[src/rtl/bist_pattern_misr.sv]
// Built-in self-test engine: drives an 8-bit LFSR pattern stream into a data-path block
// and folds its responses into an 8-bit MISR signature that is checked against a golden value.
module bist_pattern_misr #(
  parameter logic [7:0] SEED = 8'hA5,
  parameter int         NPAT = 256,
  parameter int         LAT  = 1
) (
  input  logic       clk,
  input  logic       rst,
  input  logic       start,
  input  logic [7:0] golden,
  input  logic [7:0] i_resp,
  output logic [7:0] o_data,
  output logic       busy,
  output logic       done,
  output logic [7:0] signature,
  output logic       pass
);

  generate
    if (SEED == 8'h00) begin : g_bad_seed
      $error("bist_pattern_misr: SEED must be nonzero");
    end
    if (NPAT < 1 || NPAT > 65535) begin : g_bad_npat
      $error("bist_pattern_misr: NPAT out of range 1..65535");
    end
    if (LAT < 0 || LAT > 15) begin : g_bad_lat
      $error("bist_pattern_misr: LAT out of range 0..15");
    end
  endgenerate

  localparam logic [15:0] NPAT_W  = 16'(NPAT);
  localparam logic [15:0] NPAT_M1 = 16'(NPAT - 1);
  localparam logic [3:0]  LAT_W   = 4'(LAT);

  typedef enum logic [1:0] {IDLE, DRIVE, DRAIN, DONE} state_t;

  state_t      state;
  logic [15:0] pat_cnt;
  logic [15:0] rsp_cnt;
  logic [3:0]  lat_cnt;

  logic        cmp_en;
  logic        last_rsp;
  logic [7:0]  sig_next;

  function automatic logic [7:0] lfsr_next(input logic [7:0] q);
    return {q[6:0], q[7] ^ q[5] ^ q[4] ^ q[3]};
  endfunction

  function automatic logic [7:0] misr_next(input logic [7:0] s, input logic [7:0] r);
    return {s[6:0], s[7] ^ s[5] ^ s[4] ^ s[3]} ^ r;
  endfunction

  // The compaction window opens LAT cycles after DRIVE entry and closes after NPAT samples.
  always_comb begin
    cmp_en   = 1'b0;
    last_rsp = 1'b0;
    sig_next = signature;
    if ((state == DRIVE || state == DRAIN) && lat_cnt == LAT_W && rsp_cnt != NPAT_W) begin
      cmp_en   = 1'b1;
      sig_next = misr_next(signature, i_resp);
      last_rsp = (rsp_cnt == NPAT_M1);
    end
  end

  always_ff @(posedge clk) begin
    if (rst) begin
      state     <= IDLE;
      o_data    <= SEED;
      signature <= 8'h00;
      busy      <= 1'b0;
      done      <= 1'b0;
      pass      <= 1'b0;
      pat_cnt   <= 16'd0;
      rsp_cnt   <= 16'd0;
      lat_cnt   <= 4'd0;
    end else begin
      case (state)
        IDLE, DONE: begin
          if (start) begin
            state     <= DRIVE;
            o_data    <= SEED;
            signature <= 8'h00;
            pass      <= 1'b0;
            busy      <= 1'b1;
            done      <= 1'b0;
            pat_cnt   <= 16'd0;
            rsp_cnt   <= 16'd0;
            lat_cnt   <= 4'd0;
          end
        end
        DRIVE, DRAIN: begin
          o_data    <= lfsr_next(o_data);
          signature <= sig_next;
          if (cmp_en) rsp_cnt <= rsp_cnt + 16'd1;
          if (lat_cnt != LAT_W) lat_cnt <= lat_cnt + 4'd1;
          if (state == DRIVE) begin
            pat_cnt <= pat_cnt + 16'd1;
            if (pat_cnt == NPAT_M1 && LAT != 0) state <= DRAIN;
          end
          // With LAT=0 the final sample lands in the last DRIVE cycle, so DRAIN is skipped.
          if (last_rsp) begin
            state <= DONE;
            busy  <= 1'b0;
            done  <= 1'b1;
            pass  <= (sig_next == golden);
          end
        end
        default: state <= IDLE;
      endcase
    end
  end

endmodule

[config.mk]
export PLATFORM = sky130hd
export DESIGN_NAME = bist_pattern_misr
export DESIGN_NICKNAME = d
export VERILOG_FILES = /design/src/rtl/bist_pattern_misr.sv
export SDC_FILE = /design/constraint.sdc
export NUM_CORES = 1
export LEC_CHECK = 0
export ABC_CLOCK_PERIOD_IN_PS = 3410
export BUFFER_PORTS_ARGS = -buffer_cell sky130_fd_sc_hd__buf_4
export CAP_MARGIN = 20
export CORE_UTILIZATION = 59
export CTS_BUF_LIST = sky130_fd_sc_hd__clkbuf_2
export DETAILED_ROUTE_END_ITERATION = 7
export GPL_ROUTABILITY_DRIVEN = 0
export PLACE_DENSITY = 0.81
export SLEW_MARGIN = 30
export SYNTH_ARGS = -nofsm -noshare
export SYNTH_HDL_FRONTEND = slang
export SYNTH_SLANG_ARGS = --single-unit
[constraint.sdc]
create_clock -name clk -period 3.41 [get_ports clk]
set_clock_uncertainty 0.15 [all_clocks]
set_input_delay 0 -clock clk [delete_from_list [all_inputs] [get_ports clk]]
set_output_delay 0 -clock clk [all_outputs]
set_load 0.02 [all_outputs]
# Word-level counts from Yosys, hierarchy flattened
# Cells that the tools add are included.
[word_totals]
reg_bits = 57
in_bits = 19
output_inout_bits = 19
wordCells = 74
[op_classes]
addsub = 3
eq_ne = 16
mux = 28
n_bitwise = 7
reduce_logical = 11
[ops]
columns = ["op", "count"]
rows = [
  ["$pmux W16 S2", 2],
  ["$mux W16", 3],
  ["$add A16 B1 Y16 const B", 2],
  ["$eq A16 B8 Y1 const B", 2],
  ["$pmux W8 S2", 2],
  ["$mux W8", 3],
  ["$ne A16 B9 Y1 const B", 1],
  ["$ne A2 B2 Y1 const B", 5],
  ["$eq A8 B8 Y1", 1],
  ["$mux W2", 4],
  ["$mux W4", 2],
  ["$pmux W4 S2", 1],
  ["$reduce_and A2 Y1", 4],
  ["$xor A8 B8 Y8", 1],
  ["$mux W1", 7],
  ["$ne A3 B3 Y1 const B", 2],
  ["$pmux W1 S2", 3],
  ["$xor A1 B1 Y1", 6],
  ["$add A4 B1 Y4 const B", 1],
  ["$eq A2 B2 Y1 const B", 2],
  ["$eq A4 B1 Y1 const B", 1],
  ["$ne A4 B1 Y1 const B", 1],
  ["$pmux W2 S2", 1],
  ["$reduce_or A2 Y1", 2],
  ["5 further kinds", 6],
]

# Depth between registers and ports, before layout
# Gate-level depths: netlist of the first run.
[depth]
word_depth = 8
depth_mapped = 9
depth_no_buf = 7

# Least setup slack after synthesis of the first run
# No wires, ideal clock.
[synth_path]
path_kind = "register to register"
start = "reg state[0]"
end = "reg rsp_cnt[12]"
setup_ns = 0.070
arrival_ns = 2.149
required_ns = 3.190
slack_ns = 1.040
path_stages_with_launch = 8
n_path_buf = 1
period_less_slack_ns = 2.370
path_cell_list = "dfxtp_1 -> inv_1 -> ha_1 -> or4b_4 -> o21a_1 -> buf_2 -> or4_1 -> a21oi_1"
[synth_via]
elab_chain_cells = 7
word_cells_on_any_way = 14
cone_classes = "5 x eq/ne; 2 x mux; 7 x reduce/logical"
[synth_lines]
columns = ["item", "line", "source"]
rows = [
  ["start, declared", "38", "state_t state;"],
  ["start signal, assigned", "69", "state <= IDLE;"],
  ["start signal, assigned", "82", "state <= DRIVE;"],
  ["start signal, assigned", "100", "if (pat_cnt == NPAT_M1 && LAT != 0) state <= DRAIN;"],
  ["$eq A2 B1 Y1 / $eq A2 B2 Y1 (equally long branches)", "60, 79", ""],
  ["$logic_or A1 B1 Y1", "60", "if ((state == DRIVE || state == DRAIN) && lat_cnt == LAT_W && rsp_cnt != NPAT_W) begin"],
  ["$logic_and A1 B1 Y1 (2 in series)", "60", ""],
  ["$mux W1", "60", ""],
  ["$ne A2 B2 Y1 (no source line)", "--", ""],
  ["$reduce_and A2 Y1 (no source line)", "--", ""],
  ["end signal, assigned", "96", "if (cmp_en) rsp_cnt <= rsp_cnt + 16'd1;"],
  ["end, declared", "40", "logic [15:0] rsp_cnt;"],
]
# Parallel ways exist; a longest one is shown, timed or not.
# A chain may end at the register's enable or synchronous reset.

# Worst setup path after layout of the first run
[layout_path]
start = "reg state[0]"
end = "reg signature[1]"
[layout_via]
elab_chain_cells = 6
word_cells_on_any_way = 12
cone_classes = "4 x eq/ne; 2 x mux; 6 x reduce/logical"
[layout_lines]
columns = ["item", "line", "source"]
rows = [
  ["$eq A2 B1 Y1 / $eq A2 B2 Y1 (equally long branches)", "60, 79", ""],
  ["$logic_or A1 B1 Y1", "60", ""],
  ["$logic_and A1 B1 Y1 (2 in series)", "60", ""],
  ["$mux W8", "60", ""],
  ["$pmux W8 S2", "79", "case (state)"],
  ["end signal, assigned", "95", "signature <= sig_next;"],
  ["end, declared", "16", "output logic [7:0] signature,"],
]
# Parallel ways exist; a longest one is shown, timed or not.

==> results.toml, run 1 <==
[detailed_routing]
ant_nets = 0
viasPerCell = 5.86
wl_per_cell_um = 14.8
drt-pass1-iter-count = 4
drcViolationCount = 0
drt_wl_total_mm = 6.78
via_count = 2684
initialDrtViolationCount = 184

[yosys]
synth-compound-area-share = 0.126
netlist.area_leader.share = 0.403
synth_seq_cells = 57
yosysWarnings = 0
synth_fp_nets = 370
ys.flop_type = "dfxtp_1"
syn_area_per_cell_sq_um = 8.23
synth_cell_types = 38
async_reset_ff_frac = 0
synth_edf_count = 0
synth_top_family_by_area = "simple AND/OR/NAND/NOR gates"
syn_area_sq_um = 2830
synth.top_cells.by_area = "dfxtp_1, xor2_1, a21oi_1"
yosysSeqAreaShare = 0.403
syn_inst = 344
synthMuxAreaShare = 0.00752
synth-xor-area-share = 0.111
synth_adder_area_share = 0.0309
synth_area_leader_cell = "dfxtp_1"
synth_simple_gate_area_share = 0.290

[clock_tree]
cts_tree = "built"
postCtsSetupBuffers = 0
ctsResizeCount = 0
cts_buffer_depth = 2
htreeDepth = 3
cts-root-buf = "clkbuf_2"
clk_latency_ns = 0.48
cts_buffers = 9
cts_sinks = 57
ctsHoldBuffers = 20
cts.reportedPaths.clkPinSlew_ns = 0.15

[power_and_ir_drop]
p_comb_frac = 0.164
ir_drop_uv = 259
p_seq_frac = 0.532
internal_power_uw = 944
p_leak_nw = 1.33
p_sw_uw = 382
power.share.switching = 0.288
clkPwrFrac = 0.305
pwr_density_cell_nw_per_um2 = 384

[place]
dp.final_hpwl_mm = 4.07
portBuffers = 37

[sta]
layout_min_cycle_time_ns = 3.06
period_share = 0.896
report.final.setup_viol = 0
finalSetupTns_ns = 0
final_hold_viol_count = 0
finalMaxSlewViolations = 0
fin_hold_ws_ns = 0.0553
relSlewSlack = 0.469
max_freq_ghz = 0.327
worst_slew_pin_slew_ns = 0.797
rsz0062_at_grt = "no"

[global_routing]
grt_overflow_total = 0
grt_pass1_wl_mm = 11.6
met2_usage = 0.481
met3_usage = 0.0464
grt_max_degree = 35
grt.busiest_layer = "met2"
grt_use_total = 0.290
grt_pass1_vias = 2578
antenna_found_initial = 0
grt_use_met1 = 0.361

[floorplan]
fp.dieH_um = 71.3
core_area_sq_um = 4470
pin_count = 38
num_rows = 24
fp.dieW_um = 71.3
initial_core_util = 0.633
design.die.area_sq_um = 5080

[hold_path]
hold_path_class = "in -> reg"

[final_layout]
layout.cells.most_common = "dfxtp_1"
fin_nets = 428
final_cell_mix = "dfxtp_1, buf_4, nor2_1, a21oi_1, nand2_1"
drive_gt1_frac = 0.153
syn2layout_area_growth_pct = 22.2
diodes = 0

[critical_path]
path_buf_inv = 3
cp.required_ns = 3.63
cp_cell_sequence = "inv_1 -> ha_1 -> buf_4 -> nor4b_1 -> nand2b_1 -> nand3_1 -> a21oi_1 -> dlygate4sd3_1"
cp_max_fo = 31
critPathTopFamily = "simple AND/OR/NAND/NOR gates"
start_kind = "flop"
endpoint_kind = "flop"
crit_type = "reg -> reg"
arrival_ns = 3.27
crit_slowest_cell = "nor4b_1"
cpPeakStageDelay_ns = 0.58

[flow_run]
drv_cap = 0

[run_status]
status = "finished, final reports clean"
==> Yosys cell counts (8+ instances only) <==
master,instances
dfxtp_1,57
or4_1,8
o21ai_0,12
nand2_1,27
or3_1,10
a21oi_1,35
nor2_1,35
nand3_1,24
nand2b_1,8
xor2_1,24
o31ai_1,8
xnor2_1,12
clkbuf_1,15
==> layer usage <==
layer | vias to the layer above | routed length (um) | part of all wire
met3 | 27 | 293 | 0.043
met2 | 89 | 3280 | 0.48
met4 | 0 | 201 | 0.030
li1 | 1328 | - | -
met1 | 1240 | 3010 | 0.44
met5 | - | 0 | 0
==> logic make-up (layout without fill, tap and decap cells) <==
family                   Yosys count  after routing
flip-flops                        57             57
adder cells (fa/ha/maj)            7              7
buffers and inverters             23             85
multiplexers                       2              2
AND/OR/NAND/NOR                  155            155
AO/OA/AOI/OAI                     64             64
XOR/XNOR                          36             36
==> power groups by stage <==
stage / logic (mW) / registers [mW] / clock network (mW)
final: 0.217 / 0.706 / 0.404
after global routing: 0.237 / 0.708 / 0.436
after CTS: 0.211 / 0.704 / 0.404
after detailed placement: 0.194 / 0.718 / 0
after global placement: 0.190 / 0.718 / 0
after floorplan: 0.115 / 0.730 / 0
==> path summary, 6_finish.rpt <==
path,from,end,cells past startpoint,slack (ns)
max,state[0],signature[1],8,0.35
min,i_resp[0],signature[0],5,0.06
max reg2reg,state[0],signature[1],8,0.35
min reg2reg,rsp_cnt[15],rsp_cnt[15],2,0.35
==> sequential cells by signal, summed over array words and instances, names as in the netlist <==
name	cells
done	1
state	2
busy	1
rsp_cnt	16
pat_cnt	16
lat_cnt	4
o_data	8
pass	1
signature	8
==> metrics by stage <==
stage,area (sq um),std cells,worst slack (ns),power [mW],utilization
floorplan,2830,344,1.04,0.846,-
global placement,3160,423,0.832,0.908,0.706
detailed placement,3160,423,0.722,0.912,0.706
CTS,3460,458,0.424,1.32,0.773
global route,3460,458,0.118,1.38,0.773
finish,3460,458,0.355,1.33,0.773
==> cell type report <==
type / count / area (sq um)
clock inverter: 5 / 47.5
clock buffer: 10 / 50.0
fill: 304 / 1020
inverter: 6 / 22.5
tap: 52 / 65.1
multi-input combinational: 264 / 1600
sequential: 57 / 1140
timing repair buffer: 64 / 531
==> worst register-to-register path, stage by stage, from the launching register on <==
cell and delay, ns:
dfxtp_1 0.39, inv_1 0.06, ha_1 0.30, buf_4 0.23, nor4b_1 0.58, nand2b_1 0.41, nand3_1 0.19, a21oi_1 0.08
dlygate4sd3_1 0.58
Note: power is estimated with default switching activity, not from simulation.
==> inputs of run 2 (changes only) <==
Settings changed: PLACE_DENSITY 0.81 to 0.86.
==> run 2 against run 1 <==
Net effect:
- register-to-register slack got worse by 0.08 ns
- largest cell class unchanged
- critical endpoint is now signature[2]
- first-iteration DRC count increased by 29%
- cell count increased by 0.66%
- global-route usage increased by 1.9 points
- clock power increased by 22%
- critical path depth unchanged
- die area unchanged
- clock-buffer cell count decreased by 1
- the run now ends with design-rule violations left
==> results.toml, run 2 (same netlist as run 1, synthesis figures left out) <==
[final_layout]
layout.cells.most_common = "dfxtp_1"
syn2layout_area_growth_pct = 24.0
drive_gt1_frac = 0.156
final_cell_mix = "dfxtp_1, buf_4, nor2_1, a21oi_1, nand2_1"
diodes = 0
reg_top3 = "pat_cnt (16), rsp_cnt (16)"
fin_nets = 430

[sta]
fin_hold_ws_ns = 0.255
rsz0062_at_grt = "no"
finalSetupTns_ns = 0
final_hold_viol_count = 0
relSlewSlack = 0.480
layout_min_cycle_time_ns = 3.14
max_freq_ghz = 0.319
worst_slew_pin_slew_ns = 0.780
finalMaxSlewViolations = 0
period_share = 0.919
report.final.setup_viol = 0

[critical_path]
crit_slowest_cell = "nor4b_1"
arrival_ns = 3.39
cpPeakStageDelay_ns = 0.62
cp.required_ns = 3.66
start_kind = "flop"
crit_type = "reg -> reg"
cp_cell_sequence = "inv_1 -> ha_1 -> buf_4 -> nor4b_1 -> nand2b_1 -> nand3_1 -> a21oi_1 -> dlygate4sd3_1"
cp_max_fo = 31
critPathTopFamily = "simple AND/OR/NAND/NOR gates"
path_buf_inv = 3
endpoint_kind = "flop"

[power_and_ir_drop]
pwr_density_cell_nw_per_um2 = 407
p_total_mw = 1.43
ir_drop_uv = 295
p_leak_nw = 1.35

[global_routing]
grt_use_total = 0.308
grt_pass1_vias = 2679
grt_overflow_total = 0
antenna_found_initial = 0
grt_pass1_wl_mm = 12.1
grt_max_degree = 35

[floorplan]
pin_count = 38
fp.dieH_um = 71.3
design.die.area_sq_um = 5080
fp.dieW_um = 71.3
num_rows = 24
core_area_sq_um = 4470
initial_core_util = 0.633

[clock_tree]
cts_sinks = 57
ctsResizeCount = 0
cts_buffers = 9
clk_latency_ns = 0.49
cts_buffer_depth = 2
htreeDepth = 3
cts-root-buf = "clkbuf_2"
cts.reportedPaths.clkPinSlew_ns = 0.17
cts_tree = "built"
postCtsSetupBuffers = 0

[detailed_routing]
drt-pass1-iter-count = 7
initialDrtViolationCount = 238
drcViolationCount = 1
wl_per_cell_um = 15.7
via_count = 2775
ant_nets = 0
viasPerCell = 6.02
drt_wl_total_mm = 7.26

[run_status]
status = "complete, but fails checks"
failed_checks = "design-rule violations"

[place]
dp.final_hpwl_mm = 4.03
portBuffers = 37

[flow_run]
drv_cap = 0

[hold_path]
hold_path_class = "in -> reg"
run 2: repair_timing:
item / in CTS / in global routing
endpoints found under the setup margin: 0 / 0
hold buffers: 21 / 0
endpoints found under the hold margin: 31 / 0
run 2: worst paths after layout:
kind	from	endpoint	depth (start not counted)	slack (ns)
worst min-delay path	golden[3]	pass	5	0.26
worst min register to register	done	done	2	0.34
worst max register to register	state[0]	signature[2]	8	0.27
worst max-delay path	state[0]	signature[2]	8	0.27
run 2: routing by layer:
| layer | GRT usage | share of wire | vias up |
|---|---|---|---|
| met1 | 0.359 | 0.42 | 1296 |
| met2 | 0.523 | 0.49 | 117 |
| met5 | 0 | 0 | - |
| met3 | 0.0956 | 0.061 | 23 |
| li1 | - | - | 1339 |
| met4 | 0.138 | 0.028 | 0 |
run 2: report_power, final:
part	switching (mW)	total, mW	leakage, nW	internal (mW)
registers	0.0212	0.707	0.462	0.685
logic	0.127	0.227	0.813	0.100
clock network	0.258	0.493	0.0768	0.235
run 2: final cells by class:
cell class	instances	area (sq um)
Clock buffer	9	45.0
Sequential cell	57	1140
Timing Repair Buffer	66	548
Clock inverter	7	85.1
Inverter	6	22.5
Fill cell	272	966
Multi-Input combinational cell	264	1600
Tap cell	52	65.1
run 2: metrics by stage:
stage | setup WS (ns) | instance area (sq um) | util | instances
floorplan | 1.04 | 2830 | - | 344
global placement | 0.841 | 3170 | 0.708 | 424
detailed placement | 0.741 | 3170 | 0.708 | 424
CTS | 0.357 | 3510 | 0.784 | 461
global route | 0.0537 | 3510 | 0.784 | 461
finish | 0.275 | 3510 | 0.784 | 461
run 2: worst register-to-register path, delay by kind of cell (launching register included):
| family | cells | cell delay, ns |
|---|---|---|
| compound gates | 1 | 0.09 |
| fa+ha+maj | 1 | 0.30 |
| buf+inv | 3 | 0.86 |
| flops | 1 | 0.39 |
| simple gates | 3 | 1.26 |
